<file path="config.mk">
export PLATFORM = sky130hd
export DESIGN_NAME = r4_stage_seq
export DESIGN_NICKNAME = d
export VERILOG_FILES = /design/src/rtl/r4_stage_seq.sv
export SDC_FILE = /design/constraint.sdc
export NUM_CORES = 1
export LEC_CHECK = 0
export BUFFER_PORTS_ARGS = -buffer_cell sky130_fd_sc_hd__buf_2
export CAP_MARGIN = 25
export CORE_ASPECT_RATIO = 2
export CORE_UTILIZATION = 50
export CTS_BUF_LIST = sky130_fd_sc_hd__clkbuf_2
export CTS_CLUSTER_SIZE = 16
export DETAILED_ROUTE_END_ITERATION = 8
export GPL_ROUTABILITY_DRIVEN = 0
export PLACE_DENSITY = 0.67
export SYNTH_ARGS = -nofsm -noshare
export SYNTH_HDL_FRONTEND = slang
export SYNTH_SLANG_ARGS = --single-unit
</file>
<file path="constraint.sdc">
create_clock -name clk_sys -period 8.5 [get_ports clk_sys]
set_clock_uncertainty 0.1 [all_clocks]
set_input_delay 0.85 -clock clk_sys [delete_from_list [all_inputs] [get_ports clk_sys]]
set_output_delay 0.85 -clock clk_sys [all_outputs]
set_load 0.02 [all_outputs]
</file>
<file path="src/rtl/r4_stage_seq.sv">
// Control sequencer for one radix-4 FFT stage. It turns a valid-qualified sample
// stream into per-sample block/stage syncs and k1/k2 segment bits, one cycle later.
module r4_stage_seq #(
    parameter int LDN_MIN = 8,
    parameter int LDN_MAX = 11,
    parameter int CNT_W   = 11
) (
    input  logic       clk_sys,
    input  logic       rst_sys,
    input  logic       block_start_i,
    input  logic       data_val_i,
    input  logic [3:0] ldn_rg_i,
    output logic       block_sync_o,
    output logic       stage_sync_o,
    output logic       data_val_o,
    output logic       k1_o,
    output logic       k2_o,
    output logic       last_o,
    output logic [3:0] ldn_rg_o,
    output logic       busy_o,
    output logic       cfg_err_o,
    output logic       overrun_o,
    output logic       orphan_o
);

    // Stream semantics: there is no back-pressure. A sample is transferred in every
    // cycle where data_val_i is high; block_start_i has meaning only in such a cycle.

    typedef enum logic {IDLE = 1'b0, RUN = 1'b1} state_t;

    localparam logic [3:0] LDN_LO = 4'(LDN_MIN);
    localparam logic [3:0] LDN_HI = 4'(LDN_MAX);

    state_t           state;
    logic [CNT_W-1:0] c_cnt;

    logic             start_req;
    logic             start_ok;
    logic             accept;
    logic [3:0]       ldn_cur;
    logic [CNT_W-1:0] c_cur;
    logic [1:0]       q_idx;
    logic             span_first;
    logic             last_hit;

    // The state flop drives busy_o directly, so the FSM state is visible at the port.
    assign busy_o = (state == RUN);

    always_comb begin
        start_req  = block_start_i & data_val_i;
        start_ok   = (state == IDLE) & start_req & (ldn_rg_i >= LDN_LO) & (ldn_rg_i <= LDN_HI);
        accept     = start_ok | ((state == RUN) & data_val_i);
        ldn_cur    = (state == RUN) ? ldn_rg_o : ldn_rg_i;
        c_cur      = (state == RUN) ? c_cnt : '0;
        // Odd ldn (9, 11) uses a 128-sample quarter, even ldn (8, 10) uses 64.
        if (ldn_cur[0]) begin
            q_idx      = c_cur[8:7];
            span_first = (c_cur[8:0] == 9'd0);
        end else begin
            q_idx      = c_cur[7:6];
            span_first = (c_cur[7:0] == 8'd0);
        end
        last_hit   = ({1'b0, c_cur} == (((CNT_W+1)'(1) << ldn_cur) - (CNT_W+1)'(1)));
    end

    always_ff @(posedge clk_sys) begin
        if (rst_sys) begin
            state        <= IDLE;
            c_cnt        <= '0;
            ldn_rg_o     <= '0;
            block_sync_o <= 1'b0;
            stage_sync_o <= 1'b0;
            data_val_o   <= 1'b0;
            k1_o         <= 1'b0;
            k2_o         <= 1'b0;
            last_o       <= 1'b0;
            cfg_err_o    <= 1'b0;
            overrun_o    <= 1'b0;
            orphan_o     <= 1'b0;
        end else begin
            data_val_o   <= accept;
            k1_o         <= accept & q_idx[1];
            k2_o         <= accept & q_idx[0];
            stage_sync_o <= accept & span_first;
            block_sync_o <= accept & (c_cur == '0);
            last_o       <= accept & last_hit;
            overrun_o    <= (state == RUN) & start_req;
            orphan_o     <= (state == IDLE) & data_val_i & ~block_start_i;
            if ((state == IDLE) & start_req & ~start_ok) begin
                cfg_err_o <= 1'b1;
            end

            case (state)
                IDLE: begin
                    if (start_ok) begin
                        ldn_rg_o <= ldn_rg_i;
                        c_cnt    <= (CNT_W)'(1);
                        state    <= RUN;
                    end
                end
                RUN: begin
                    if (data_val_i) begin
                        if (last_hit) begin
                            c_cnt <= '0;
                            state <= IDLE;
                        end else begin
                            c_cnt <= c_cnt + (CNT_W)'(1);
                        end
                    end
                end
                default: state <= IDLE;
            endcase
        end
    end

endmodule

</file>
# Yosys cells after proc, flatten, opt, wreduce, memory -nomap -nowiden
# Cells that the tools add are included.
# word_totals
regBits	25
inputBits	8
elab_cells	55
# classes
add_sub_neg	2
n_lt_le_gt_ge	2
n_eq_ne	3
n_shift	1
n_mux	12
n_bitwise	18
n_reduce_logical	5
# ops
cell	n
$mux W11	4
$pmux W11 S2	1
$and A1 B1 Y1	14
$eq A11 B12 Y1	1
$shl A1 B4 Y12 const A	1
$sub A12 B1 Y12 const B	1
$add A11 B1 Y11 const B	1
$logic_not A11 Y1	1
$logic_not A9 Y1	1
$logic_not A8 Y1	1
$ge A4 B4 Y1 const B	1
$le A4 B4 Y1 const B	1
$mux W1	4
$mux W4	1
$ne A2 B2 Y1 const B	2
$reduce_and A2 Y1	2
$not A1 Y1	3
$mux W2	1
$pmux W1 S2	1
$or A1 B1 Y1	1

# Logic depth before layout (Yosys ltp)
# logic_depth
depth_word	7
ltp_mapped	16

# Worst setup path before layout
# Ideal clock, no wire load.
# synth_path
path_type	input to register
start	input ldn_rg_i[2]
end	register c_cnt[8]
setup_time_ps	130
arrival_time_ps	3018
required_time_ps	8270
setup_slack_ps	5251
cell_stages	13
n_path_buf	2
path_cell_list	buf_2 > nor4_1 > a21o_1 > nand2b_1 > ha_1 > buf_2 > xor2_1 > xnor2_1 > o211ai_1 > a221oi_2 > nand3_4 > o21ai_4 > o211ai_1
# synth_between
elab_chain_cells	7
elab_cells_between_ends	13
classes_between	add/sub (1); order compare (2); eq/ne (2); shift (1); mux (4); bitwise (2); reduce/logical (1)
# synth_lines
item	line	text
from (decl)	12	input logic [3:0] ldn_rg_i,
$mux W4	53	ldn_cur = (state == RUN) ? ldn_rg_o : ldn_rg_i;
$shl A1 B4 Y12	63	last_hit = ({1'b0, c_cur} == (((CNT_W+1)'(1) << ldn_cur) - (CNT_W+1)'(1)));
$sub A12 B1 Y12	63	
$eq A11 B12 Y1	63	
$mux W11	103	if (last_hit) begin
$mux W11	102	if (data_val_i) begin
$pmux W11 S2	93	case (state)
to (signal assigned)	97	c_cnt <= (CNT_W)'(1);
to (signal assigned)	107	c_cnt <= c_cnt + (CNT_W)'(1);
to (decl)	35	logic [CNT_W-1:0] c_cnt;
# Parallel ways exist; a longest one is shown, timed or not. The select of a mux whose other input is x is not followed.
# A chain may end at the register's enable or synchronous reset.

# Worst setup path in the final report
# layout_path
start	register state (netlist: busy_o)
end	register c_cnt[6]
# layout_between
elab_chain_cells	7
elab_cells_between_ends	15
classes_between	add/sub (1); eq/ne (3); shift (1); mux (5); bitwise (4); reduce/logical (1)
# layout_lines
item	line	text
from (decl)	34	state_t state;
from (signal assigned)	68	state <= IDLE;
from (signal assigned)	98	state <= RUN;
from (signal assigned)	105	state <= IDLE;
$mux W4	53	
$shl A1 B4 Y12	63	
$sub A12 B1 Y12	63	
$eq A11 B12 Y1	63	
$mux W11	103	
$mux W11	102	
$pmux W11 S2	93	
# Parallel ways exist; a longest one is shown, timed or not. The select of a mux whose other input is x is not followed.

==> flow_summary.toml <==
[setup_path]
cpLargestDelayFamily = "compound AO/OA/AOI/OAI gates"
crit_slowest_cell = "dfxtp_1"
timing.critical_path.arrival_ps = 3910
critical_path.cell_chain = "mux2_2 -> nand2_1 -> ha_1 -> o221ai_1 -> o32ai_2 -> mux2i_1 -> o22a_1 -> nor2_4 -> a2111oi_4"
worst-endpoint-required_ps = 8720
endpoint_kind = "flop"
crit_buf_inv = 0
slowest_delay_ps = 820
worst-setup-path-type = "flop to flop"
critPathLaunchType = "flop"
timing.reg2reg.setup_slack_ps = 4810
critPathMaxFanout = 20

[logic_synthesis]
postSynthNetCount = 241
syn-instance-count = 231
mappedNetlistArea_um2 = 1910
proportion_of_netlist_area_held_by_the_largest_area_contributor = 0.262
post-synth-top-area-cell = "dfxtp_1"
ys_dominant_reg_cell = "dfxtp_1"
syn_area_per_cell_um2 = 8.28
synth-edff-count = 0
netlist-cell-type-count = 65
seq_area_frac_synth = 0.262
ys_ff_latch = 25
synth_area_leaders = "dfxtp_1 26%, nand2_1 4.9%, nor2_1 3.5%"
async_flop_share = 0
synthesis.yosys.warnings = 0
ys_top_cells_by_count = "25 x dfxtp_1, 25 x nand2_1, 18 x nor2_1, 9 x a21oi_1, 9 x o211ai_1"

[clock_tree]
ctsHtreeMaxLevel = 1
hold_buffers = 0
cts_tree = "done"
max-clock-path-buffers = 2
root_buffer_cell = "clkbuf_2"
post_cts.repair.setup_buffers = 0
cts-buffers-inserted = 3
clock_input_transition_at_the_sequential_cells_of_the_worst_setup_and_hold_paths_ps = 260
postCtsResizedCells = 0
clk-insertion-delay-late_ps = 380
cts.sink_count = 25

[timing]
final-hold-violation-count = 0
rsz_0062_raised_after_global_routing = "no"
period_share = 0.434
period_minus_slack_ps = 3690
slew-limit-headroom = 0.546
totalNegativeSetupSlack_ps = 0
worstMarginPinSlew_ps = 681
final-setup-viol-count = 0
timing.final.ws_setup_ps = 4810
report.final.slew_viol_count = 0
max_clock_freq_mhz = 271

[route]
routed_wl_mm = 4.75
antenna_violating_nets_post_route = 0
via_count = 1732
drc_errors = 0
drtIter0Drc = 30
routedWlPerCell_um = 16.7
route.detailed.vias_per_inst = 6.08
detailedRoute.firstPassIterationCount = 4

[run_status]
status = "completed"

[global_route]
antenna_found_initial = 0
grt_start_max_net_pins = 29
grt_use_total = 0.250
global_route_wire_length_before_repair_mm = 7.51
global_route.overflow_total = 0
number_of_global_route_vias_before_repair = 1625

[finish]
number_of_nets_in_the_final_layout = 247
fraction_of_layout_instances_using_a_drive_strength_above_1 = 0.191
fillCellCount = 401
insertedDiodeCount = 0
design_area_um2 = 1980
syn_to_final_growth_pct = 3.66
finish.utilization = 0.544

[power_and_ir_drop]
power.density_cell_area_nw_per_um2 = 109
total_power_uw = 216
power.static_leakage_nw = 0.715
vdd_ir_drop_max_uv = 82.6

[placed_design]
dpl_cell_area_um2 = 1960
dp_worst_setup_slack_ps = 4740
placement.io_buffers = 21
place_hpwl_mm = 3.56

[floorplan]
initial_util = 0.525
i_o_pin_count = 22
floorplan.die.height_um = 89.5
coreArea_um2 = 3650
dieWidth_um = 45.7
dieArea_um2 = 4090
placement_rows = 31

[job]
max_cap_viol_count = 0

[min_path]
worst_hold_path_type = "flop to flop"
[path summary, 6_finish.rpt]
path	startpoint	to	cells past startpoint
min reg2reg	cfg_err_o$_SDFFE_PP0P_	cfg_err_o$_SDFFE_PP0P_	2
max reg2reg	busy_o$_SDFF_PP0_	c_cnt[6]$_SDFFE_PP0P_	9
min	cfg_err_o$_SDFFE_PP0P_	cfg_err_o$_SDFFE_PP0P_	2
max	busy_o$_SDFF_PP0_	c_cnt[6]$_SDFFE_PP0P_	9
[per-stage QoR]
| step | std cells | hold WS, ps |
|---|---|---|
| floorplan | 231 | 371 |
| global placement | 281 | 357 |
| detailed placement | 281 | 359 |
| CTS | 285 | 413 |
| global route | 285 | 441 |
| finish | 285 | 403 |
[kinds of logic after synthesis]
logic type,after synthesis,share of synthesized area
adder cells (fa/ha/maj),2,0.0131
multiplexers,9,0.0510
flip-flops,25,0.262
AO/OA/AOI/OAI,56,0.252
buffers and inverters,29,0.0804
AND/OR/NAND/NOR,99,0.292
XOR/XNOR,11,0.0504
[area by class of cell]
| cell class | count | area [um2] | area share |
|---|---|---|---|
| inverters | 8 | 30.0 | 0.0151 |
| clock inverters | 1 | 5.00 | 0.00252 |
| well taps | 49 | 61.3 | 0.0309 |
| repair buffers | 22 | 113 | 0.0568 |
| clock buffers | 3 | 15.0 | 0.00757 |
| multi-input cells | 177 | 1260 | 0.635 |
| flip-flops and latches | 25 | 500 | 0.252 |
[worst register-to-register path, delay by kind of cell, from the launching register on]
family / cells / cell delay, ps
AO/OA/AOI/OAI: 4 / 1410
adder cells (fa/ha/maj): 1 / 450
multiplexers: 2 / 670
AND/OR/NAND/NOR: 2 / 170
flip-flops: 1 / 820
[cell usage in the layout (no fill, tap or decap), types with 3 or more instances in the layout]
cell type  Yosys  routed
xor2_1         5       5
nor2_1        18      18
clkbuf_2       0       3
mux2i_1        5       5
o21ai_0        5       5
inv_1          7       7
o221ai_1       4       4
nor4_1         4       4
and3_1         4       4
nand2b_1       6       6
nand3b_1       3       3
a21oi_1        9       9
o211ai_1       9       9
nor3_1         4       4
nand3_1        7       7
buf_2          6      21
mux2_2         3       3
a31oi_1        3       3
nand2_1       25      25
nor2b_1        5       5
dfxtp_1       25      25
nor4b_1        5       5
xnor2_1        6       6
[power breakdown]
group          switching [mW]  internal (mW)
clock                  0.0383         0.0106
combinational          0.0271         0.0171
sequential            0.00314          0.119
total                  0.0685          0.147
[state kept, by name, summed over array words and instances (netlist names)]
register / cells
block_sync_o: 1
busy_o: 1
c_cnt: 11
cfg_err_o: 1
data_val_o: 1
k1_o: 1
k2_o: 1
last_o: 1
ldn_rg_o: 4
orphan_o: 1
overrun_o: 1
stage_sync_o: 1
[routing by layer]
| layer | share of wire | GRT usage | vias up |
|---|---|---|---|
| li1 | - | - | 853 |
| met1 | 0.39 | 0.275 | 830 |
| met2 | 0.56 | 0.460 | 34 |
| met3 | 0.017 | 0.0121 | 15 |
| met4 | 0.037 | 0.128 | 0 |
| met5 | 0 | 0 | - |
No activity file was read; power rests on OpenSTA's default activity.
